==> src/rtl/microcode_loader_if.sv <==
// Bus bundle between a boot/host byte source, the microcode loader and the
// control-store write port.
//   start            : pulse, begin loading a new image
//   in_data/in_valid : stream byte offered by the host
//   in_ready         : loader accepts a byte this cycle
//   we/waddr/wdata   : one-cycle control-store write strobe, address, data
//   busy/done/err    : load in progress / image good / image bad
// Modports: slave = the loader itself, master = the host/boot side.
interface microcode_loader_if #(
  parameter int ADDR_WIDTH = 9,
  parameter int DATA_WIDTH = 32
);
  logic                  start;
  logic [7:0]            in_data;
  logic                  in_valid;
  logic                  in_ready;
  logic                  we;
  logic [ADDR_WIDTH-1:0] waddr;
  logic [DATA_WIDTH-1:0] wdata;
  logic                  busy;
  logic                  done;
  logic                  err;

  modport slave (
    input  start, in_data, in_valid,
    output in_ready, we, waddr, wdata, busy, done, err
  );

  modport master (
    output start, in_data, in_valid,
    input  in_ready, we, waddr, wdata, busy, done, err
  );
endinterface

==> src/rtl/microcode_loader.sv <==
// Writer side of the 65C02 microcode control store.
// Packs a valid/ready byte stream little-endian into DATA_WIDTH-bit words and
// writes them to control-store addresses 0..WORDS-1, one write strobe per word.
// The stream ends with a checksum byte: the 8-bit wrap-around sum of every
// image byte plus the checksum byte must be zero for done, otherwise err.
// Ports:
//   clk   : single clock, rising edge
//   reset : asynchronous, active-low
//   bus   : microcode_loader_if.slave (start, stream, write port, status)
module microcode_loader #(
  parameter int ADDR_WIDTH = 9,
  parameter int WORDS      = 512,
  parameter int DATA_WIDTH = 32
) (
  input  logic                  clk,
  input  logic                  reset,
  microcode_loader_if.slave     bus
);

  localparam int BYTES  = DATA_WIDTH / 8;
  localparam int BIDX_W = (BYTES > 1) ? $clog2(BYTES) : 1;
  localparam logic [BIDX_W-1:0]     LAST_BYTE = BIDX_W'(BYTES - 1);
  localparam logic [ADDR_WIDTH-1:0] LAST_WORD = ADDR_WIDTH'(WORDS - 1);

  if (DATA_WIDTH % 8 != 0 || DATA_WIDTH < 8) begin : g_bad_width
    $error("microcode_loader: DATA_WIDTH must be a non-zero multiple of 8");
  end
  if (WORDS < 1 || WORDS > (1 << ADDR_WIDTH)) begin : g_bad_words
    $error("microcode_loader: WORDS must be in 1..2**ADDR_WIDTH");
  end

  typedef enum logic [2:0] {
    S_IDLE,
    S_LOAD,
    S_CHECK,
    S_DONE,
    S_ERROR
  } state_t;

  state_t                state, state_nxt;
  logic [BIDX_W-1:0]     byte_idx;
  logic [ADDR_WIDTH-1:0] word_cnt;
  logic [7:0]            sum;
  logic [DATA_WIDTH-1:0] asm_word;
  logic                  we_q;
  logic [ADDR_WIDTH-1:0] waddr_q;
  logic [DATA_WIDTH-1:0] wdata_q;

  logic                  in_ready;
  logic                  xfer;
  logic                  start_ok;
  logic                  word_full;
  logic [7:0]            sum_plus;
  logic [DATA_WIDTH-1:0] word_next;

  // Ready, busy and the sticky result flags are pure decodes of the state
  // register, so they change exactly one cycle after the deciding transfer.
  assign in_ready  = (state == S_LOAD) || (state == S_CHECK);
  assign xfer      = bus.in_valid && in_ready;
  assign start_ok  = bus.start && !in_ready;
  assign word_full = (byte_idx == LAST_BYTE);
  assign sum_plus  = sum + bus.in_data;

  assign bus.in_ready = in_ready;
  assign bus.busy     = in_ready;
  assign bus.done     = (state == S_DONE);
  assign bus.err      = (state == S_ERROR);
  assign bus.we       = we_q;
  assign bus.waddr    = waddr_q;
  assign bus.wdata    = wdata_q;

  // Word under assembly with the current byte merged into its lane, so the
  // final byte of a word can be written out without an extra cycle.
  always_comb begin
    word_next = asm_word;
    for (int k = 0; k < BYTES; k++) begin
      if (byte_idx == BIDX_W'(k)) word_next[8*k +: 8] = bus.in_data;
    end
  end

  // NOTE: every signal assigned in always_comb gets its default first;
  // a path that leaves one unassigned would infer a latch.
  always_comb begin
    state_nxt = state;
    case (state)
      S_IDLE, S_DONE, S_ERROR: if (start_ok) state_nxt = S_LOAD;
      S_LOAD:  if (xfer && word_full && word_cnt == LAST_WORD) state_nxt = S_CHECK;
      S_CHECK: if (xfer) state_nxt = (sum_plus == 8'h00) ? S_DONE : S_ERROR;
      default: state_nxt = S_IDLE;
    endcase
  end

  // NOTE: sequential state uses non-blocking assignments so every register
  // samples the pre-edge values regardless of statement order.
  always_ff @(posedge clk or negedge reset) begin
    if (!reset) state <= S_IDLE;
    else        state <= state_nxt;
  end

  always_ff @(posedge clk or negedge reset) begin
    if (!reset) begin
      byte_idx <= '0;
      word_cnt <= '0;
      sum      <= '0;
      asm_word <= '0;
      we_q     <= 1'b0;
      waddr_q  <= '0;
      wdata_q  <= '0;
    end else begin
      we_q <= 1'b0;
      if (start_ok) begin
        byte_idx <= '0;
        word_cnt <= '0;
        sum      <= '0;
        asm_word <= '0;
      end
      if (state == S_LOAD && xfer) begin
        sum      <= sum_plus;
        asm_word <= word_next;
        if (word_full) begin
          byte_idx <= '0;
          we_q     <= 1'b1;
          waddr_q  <= word_cnt;
          wdata_q  <= word_next;
          word_cnt <= word_cnt + ADDR_WIDTH'(1);
        end else begin
          byte_idx <= byte_idx + BIDX_W'(1);
        end
      end
      if (state == S_CHECK && xfer) sum <= sum_plus;
    end
  end

endmodule
==> src/flat_wrapper.sv <==
// flat-port wrapper written by rule: the top's interface ports become plain ports
module microcode_loader_flat 
#(
  parameter int ADDR_WIDTH = 9,
  parameter int WORDS      = 512,
  parameter int DATA_WIDTH = 32
)
  (clk, reset, bus_start, bus_in_data, bus_in_valid, bus_in_ready, bus_we, bus_waddr, bus_wdata, bus_busy, bus_done, bus_err);
  microcode_loader_if #(.ADDR_WIDTH(ADDR_WIDTH), .DATA_WIDTH(DATA_WIDTH)) bus_i ();
  input  logic clk;
  input  logic reset;
  input wire logic [$bits(bus_i.start)-1:0] bus_start;
  input wire logic [$bits(bus_i.in_data)-1:0] bus_in_data;
  input wire logic [$bits(bus_i.in_valid)-1:0] bus_in_valid;
  output wire logic [$bits(bus_i.in_ready)-1:0] bus_in_ready;
  output wire logic [$bits(bus_i.we)-1:0] bus_we;
  output wire logic [$bits(bus_i.waddr)-1:0] bus_waddr;
  output wire logic [$bits(bus_i.wdata)-1:0] bus_wdata;
  output wire logic [$bits(bus_i.busy)-1:0] bus_busy;
  output wire logic [$bits(bus_i.done)-1:0] bus_done;
  output wire logic [$bits(bus_i.err)-1:0] bus_err;
  assign bus_i.start = bus_start;
  assign bus_i.in_data = bus_in_data;
  assign bus_i.in_valid = bus_in_valid;
  assign bus_in_ready = bus_i.in_ready;
  assign bus_we = bus_i.we;
  assign bus_waddr = bus_i.waddr;
  assign bus_wdata = bus_i.wdata;
  assign bus_busy = bus_i.busy;
  assign bus_done = bus_i.done;
  assign bus_err = bus_i.err;
  microcode_loader #(.ADDR_WIDTH(ADDR_WIDTH), .WORDS(WORDS), .DATA_WIDTH(DATA_WIDTH)) u_core (.clk(clk), .reset(reset), .bus(bus_i));
endmodule
==> config.mk <==
export PLATFORM = sky130hd
export DESIGN_NAME = microcode_loader_flat
export DESIGN_NICKNAME = d
export VERILOG_FILES = /design/src/rtl/microcode_loader_if.sv /design/src/rtl/microcode_loader.sv /design/src/flat_wrapper.sv
export SDC_FILE = /design/constraint.sdc
export NUM_CORES = 1
export LEC_CHECK = 0
export ABC_AREA = 1
export CAP_MARGIN = 20
export CORE_UTILIZATION = 60
export CTS_BUF_LIST = sky130_fd_sc_hd__clkbuf_4 sky130_fd_sc_hd__clkbuf_8
export DETAILED_ROUTE_END_ITERATION = 10
export PLACE_DENSITY = 0.83
export SETUP_SLACK_MARGIN = 0.2
export SLEW_MARGIN = 5
export SYNTH_ARGS = -nofsm -noshare
export SYNTH_HDL_FRONTEND = slang
export SYNTH_SLANG_ARGS = --single-unit
==> constraint.sdc <==
create_clock -name clk -period 2.8 [get_ports clk]
set_input_delay 0.56 -clock clk [delete_from_list [all_inputs] [get_ports clk]]
set_output_delay 0.56 -clock clk [all_outputs]
set_load 0.05 [all_outputs]
==> results of run 1 <==
==> area by class of cell <==
| class | count | area, sq um | area share [%] |
|---|---|---|---|
| sequential | 88 | 2200 | 42.7 |
| clock buffer | 11 | 145 | 2.81 |
| timing repair buffer | 67 | 656 | 12.7 |
| inverter | 88 | 330 | 6.41 |
| multi-input combinational | 324 | 1620 | 31.5 |
| clock inverter | 5 | 80.1 | 1.55 |
| tap | 96 | 120 | 2.33 |
==> metal layers <==
layer  vias up  track usage (%)  part of all wire, %
met5         -                0                    0
met4         0             13.2                  2.7
met3        21             4.86                  5.0
met2        96             44.1                   48
met1      1675             35.2                   45
li1       1753                -                    -
==> cell usage after synthesis <==
cell	count	area (sq um)
buf_2	3	15.0
nand4_1	2	12.5
xnor2_1	1	8.76
clkbuf_1	7	26.3
nor3_1	5	25.0
buf_6	7	78.8
nand2_1	150	563
nand3b_1	1	7.51
ha_1	13	163
mux2_2	1	11.3
buf_4	3	22.5
nand3_1	28	140
o21ai_1	10	50.1
o21ai_0	68	340
clkinv_1	1	3.75
xor2_1	1	8.76
inv_1	84	315
dfrtp_1	88	2200
a21oi_2	1	8.76
o22ai_1	17	106
or2_2	1	6.26
nand2_4	2	22.5
nor2_8	1	20.0
nor2_1	11	41.3
nor2_4	2	22.5
fa_1	1	20.0
nand3_2	1	10.0
inv_2	3	11.3
a21oi_1	7	35.0
==> sequential cells by signal, indices dropped and copies added (netlist names) <==
| register | cells |
|---|---|
| u_core.sum | 8 |
| u_core.state | 3 |
| u_core.bus.waddr | 9 |
| u_core.bus.wdata | 32 |
| u_core.asm_word | 24 |
| u_core.byte_idx | 2 |
| u_core.bus.we | 1 |
| u_core.word_cnt | 9 |
==> where the power goes <==
part / internal [mW] / switching (mW) / total, mW
clock network: 0.536 / 0.449 / 0.985
registers: 1.57 / 0.150 / 1.72
logic: 0.642 / 1.49 / 2.14
total: 2.74 / 2.09 / 4.84
==> cells by family (layout without fill, tap and decap cells) <==
group                      after synthesis  in the layout  synth area share (%)
AOI/OAI and AO/OA                      103            103                  12.6
xor gates and xnor gates                 2              2                 0.408
adders and majority gates               14             14                  4.25
buffers and inverters                  108            171                  11.0
DFF                                     88             88                  51.2
muxes                                    1              1                 0.262
and+or+nand+nor                        204            204                  20.3
==> critical path, stage by stage, from the launching register on <==
cell and delay (ps):
dfrtp_1 440, nor3_1 200, clkdlybuf4s50_1 830
==> how the worst max path moves through the flow <==
stage | cells past startpoint | from | endpoint | slack [ps]
finish | 2 | u_core.state[0]$_DFFE_PN0P_ | bus_err | 410
global placement | 14 | bus_in_data[0] | u_core.state[0]$_DFFE_PN0P_ | 240
detailed placement | 14 | bus_in_data[0] | u_core.state[0]$_DFFE_PN0P_ | 170
CTS | 3 | u_core.state[0]$_DFFE_PN0P_ | bus_done | 260
floorplan | 7 | u_core.state[0]$_DFFE_PN0P_ | u_core.state[0]$_DFFE_PN0P_ | 570
global route | 14 | bus_in_data[0] | u_core.state[1]$_DFFE_PN0P_ | 340
==> timing repair <==
action / CTS / global route
gates resized for setup: 2 / 1
setup endpoints to repair: 2 / 1
cloned: 0 / 0
setup buffers: 0 / 0
==> metrics.cfg, run 1 <==
[run_status]
status=finished, final reports clean

[global_route]
grt_use_total_pct=27.1
antenna_found_initial=0
grt_pass1_vias=3440
grt_overflow=0
grt_pass1_wl_um=15600
grt_max_degree=48

[sta]
slew_headroom_pct=58.2
fmax_mhz=418
whs_ps=203
finalHoldViolCount=0
worst_pin_slew_ps=627
clock_skew_ps=7.62
finalSetupViolations=0
rsz0062_at_grt=no
fin_crit_sh_pct=85.4
min_period_ps=2390
tns_ps=0
layout_setup_ws_ps=408
drv_slew=0

[yosys]
synth_warnings=0
synth-seq-cells=88
syn_area_sq_um=4300
ys_seq_area_share_pct=51.2
synth_cell_type_count=29
syn-num-nets=546
syn_area_per_cell_sq_um=8.27
syn-instance-count=520

[floorplanning]
ios=58
coreArea_sq_um=6870
die_h_um=86.6
start_util_pct=62.6
dieArea_sq_um=7510
die_w_um=86.6
core.rowCount=30

[clock_tree]
insertion_delay_ps=360
cts_htree_levels=3
cts_root_buf=clkbuf_8
hold_buffers=0
cts_tree=done
cts_buffers=9
cts_sinks=88
cts_max_path_buffers=2
clk_pin_slew_ps=90

[detailed_routing]
route.detailed.drc=0
drt_iter0_markers=208
ant_nets=0
dr.pass1.iters=5
via_per_inst=5.22
wl_per_cell_um=13.6
routed_wl_um=9250
vias=3545

[run]
drv_cap=0

[critical_path]
rr_worst_depth=11
critPathLaunchType=flop
r2r-start=u_core.word_cnt[0]$_DFF_PN0_
cp_data_arrival_time_ps=1830
timing.rr.end=u_core.state[0]$_DFFE_PN0P_
critPathMaxFanout=5
crit_type=flop to output port
ff2ff_setup_slack_ps=850
crit_path_end_kind=output port
crit_required_ps=2240

[power]
max-vdd-ir-drop_mv=1.00
p_leak_nw=2.56
p_per_area_nw_per_um2=938
p_total_mw=4.84

[final_layout]
fin_cells=679
final_cell_mix=nand2_1 (150), dfrtp_1 (88), inv_1 (84)
postLayoutCoreUtil_pct=75.1
final_area_sq_um=5160
syn2layout_area_growth_pct=20.0
fin_nets=604
drive_above_1_share_pct=6.69
diodes=0
layout_commonest_cell=nand2_1
fillCellCount=488

[placed_design]
dpl_worst_slack_ps=173
dp_cells=663
io_buffers=57
gp_congestion=0.911
placed_area_sq_um=4930
dp_hpwl_um=6400

[hold_path]
min_path_type=input pin to asynchronous set/reset pin

No activity file was read; power rests on OpenSTA's default activity.
==> inputs of run 2 (changes only) <==
Settings changed: CELL_PAD_IN_SITES_DETAIL_PLACEMENT from default to 1, CELL_PAD_IN_SITES_GLOBAL_PLACEMENT from default to 1, CORE_UTILIZATION 60 to 42, PLACE_DENSITY 0.83 to 0.78.
Clock period 2.8 ns to 2.5 ns, I/O delays scaled along.
==> run 2 against run 1 <==
Against the previous run: hold slack got worse by 180 ps; critical path type is now input pin to flop; die area rose by 42%; first-iteration DRC count fell by 11%; register-to-register slack got worse by 320 ps; critical path depth rose by 10; largest cell class unchanged; via count rose by 0.71%; utilization fell by 22 points; setup slack got worse by 39 ps; flip-flop and latch count did not move; clock skew rose by 4.1 ps; highest routed layer unchanged; sequential share of layout area fell by 0.72 points; critical endpoint is now u_core.state[1]$_DFFE_PN0P_; non-clock buffer count rose by 4.
==> metrics.cfg, run 2 (synthesis results as in run 1) <==
[detailed_routing]
routed_wl_um=10800  ; was 9250 um
dr.pass1.iters=4  ; was 5
route.detailed.drc=0  ; unchanged
drt_iter0_markers=185  ; was 208
via_per_inst=4.96  ; was 5.22
ant_nets=0  ; unchanged
vias=3570  ; was 3545
wl_per_cell_um=15.0  ; was 13.6 um

[critical_path]
crit_type=input pin to flop  ; was flop to output port
crit_path_end_kind=flop  ; was output port
r2r-start=u_core.word_cnt[1]$_DFF_PN0_  ; was u_core.word_cnt[0]$_DFF_PN0_
critPathLaunchType=input pin  ; was flop
cp_data_arrival_time_ps=2430  ; was 1830 ps
critPathMaxFanout=2  ; was 5
crit_required_ps=2800  ; was 2240 ps
rr_worst_depth=11  ; unchanged
timing.rr.end=u_core.state[0]$_DFFE_PN0P_  ; unchanged
ff2ff_setup_slack_ps=530  ; was 850 ps

[final_layout]
fin_cells=720  ; was 679
layout_commonest_cell=nand2_1  ; unchanged
final_cell_mix=nand2_1 (150), dfrtp_1 (88), inv_1 (84)  ; unchanged
syn2layout_area_growth_pct=22.0  ; was 20.0%
drive_above_1_share_pct=8.18  ; was 6.69%
largest_reg_flops=32  ; unchanged
fin_nets=608  ; was 604
diodes=0  ; unchanged

[clock_tree]
cts_tree=done  ; unchanged
clk_pin_slew_ps=90  ; about the same
cts_htree_levels=3  ; unchanged
cts_sinks=88  ; unchanged
hold_buffers=0  ; unchanged
cts_max_path_buffers=2  ; unchanged
insertion_delay_ps=360  ; about the same
cts_root_buf=clkbuf_8  ; unchanged
cts_setup_buffers=0  ; unchanged
cts_buffers=9  ; unchanged

[global_route]
grt_pass1_vias=3720  ; was 3440
grt_use_total_pct=22.5  ; was 27.1%
antenna_found_initial=0  ; unchanged
grt_overflow=0  ; unchanged
grt_pass1_wl_um=18100  ; was 15600 um
grt_max_degree=68  ; was 48

[hold_path]
min_path_type=input pin to asynchronous set/reset pin  ; unchanged

[sta]
layout_setup_ws_ps=369  ; was 408 ps
fmax_mhz=469
finalSetupViolations=0  ; unchanged
worst_pin_slew_ps=511  ; was 627 ps
rsz0062_at_grt=no  ; unchanged
drv_slew=0  ; unchanged
slew_headroom_pct=65.8  ; was 58.2%
clock_skew_ps=11.7  ; was 7.62 ps
finalHoldViolCount=0  ; unchanged
min_period_ps=2130
fin_crit_sh_pct=85.2

[placed_design]
dpl_worst_slack_ps=-79.9  ; was 173 ps
dp_hpwl_um=7610  ; was 6400 um
dp_cells=704  ; was 663
io_buffers=57  ; unchanged
gp_congestion=0.821  ; was 0.911

[power]
swShare_pct=43.9  ; was 43.3%
comb_power_share_pct=44.6  ; was 44.2%
p_int_mw=3.12  ; was 2.74 mW
seq_power_share_pct=34.6  ; was 35.5%
clockPowerShare_pct=20.8  ; was 20.4%
p_leak_nw=2.58  ; was 2.56 nW
p_per_area_nw_per_um2=1060  ; was 938 nW/um^2
max-vdd-ir-drop_mv=0.711  ; was 1.00 mV
p_sw_mw=2.44  ; was 2.09 mW

[run_status]
status=finished, final reports clean  ; unchanged

[run]
drv_cap=0  ; unchanged

[floorplanning]
core.rowCount=36  ; was 30
die_w_um=103  ; was 86.6 um
start_util_pct=43.6  ; was 62.6%
dieArea_sq_um=10600  ; was 7510 sq um
die_h_um=103  ; was 86.6 um
ios=58  ; unchanged
coreArea_sq_um=9860  ; was 6870 sq um

run 2: how the worst max path moves through the flow:
stage                           startpoint  cells after the start                          end  slack [ps]
3_3_place_gp                bus_in_data[0]                     14  u_core.state[0]$_DFFE_PN0P_         -20
2_1_floorplan  u_core.state[0]$_DFFE_PN0P_                      7  u_core.state[0]$_DFFE_PN0P_         270
3_5_place_dp                bus_in_data[0]                     14  u_core.state[1]$_DFFE_PN0P_         -80
6_report                    bus_in_data[0]                     12  u_core.state[1]$_DFFE_PN0P_         370
4_1_cts                     bus_in_data[0]                     14  u_core.state[1]$_DFFE_PN0P_         300
5_1_grt                     bus_in_data[0]                     14  u_core.state[1]$_DFFE_PN0P_         200
run 2: timing repair:
item | in CTS | in global routing
setup endpoints to repair | 1 | 3
resized for setup | 1 | 2
pin swaps | 0 | 0
endpoints found under the hold margin | 0 | 0
run 2: power by group through the flow:
stage                     clock network, mW  logic [mW]  registers (mW)
after global routing                   1.23        2.74            1.96
after global placement                    0        2.38            1.93
after CTS                              1.18        2.49            1.92
after floorplan                           0        1.38            2.36
final                                  1.16        2.48            1.92
after detailed placement                  0        2.48            1.95
run 2: per-layer routing:
layer	up-vias	global-route usage, %	wire length [um]
met1	1746	29.3	5100
met5	-	0	0
met2	57	38.8	5320
met3	11	2.92	260
met4	0	7.58	151
li1	1756	-	-
run 2: per-stage QoR:
step / total power, mW / hold WS (ps) / cell area [sq um] / TNS (ps) / utilization, %
after global routing: 5.93 / 33.4 / 5250 / 0 / 53.2
final: 5.55 / 17.7 / 5250 / 0 / 53.2
after detailed placement: 4.43 / 418 / 5010 / -181 / 50.8
after floorplan: 3.74 / 204 / 4300 / 0 / -
after global placement: 4.32 / 411 / 5010 / -59.4 / 50.8
after CTS: 5.59 / 19.4 / 5240 / 0 / 53.1
run 2: layout make-up:
class / count / area (sq um)
Tap cell: 133 / 166
Timing Repair Buffer: 71 / 689
Clock inverter: 4 / 76.3
Inverter: 88 / 330
Multi-Input combinational cell: 324 / 1630
Fill cell: 1187 / 4620
Sequential cell: 88 / 2200
Clock buffer: 12 / 153
run 2: worst max-delay path, stage by stage:
cell	delay (ps)
clkdlybuf4s50_1	510
ha_1	200
fa_2	440
inv_1	80
nand2_1	50
nor2_1	100
nand3_1	100
nor2_1	150
nand3_1	110
nand2_1	80
nand2_1	60
nand2_1	60
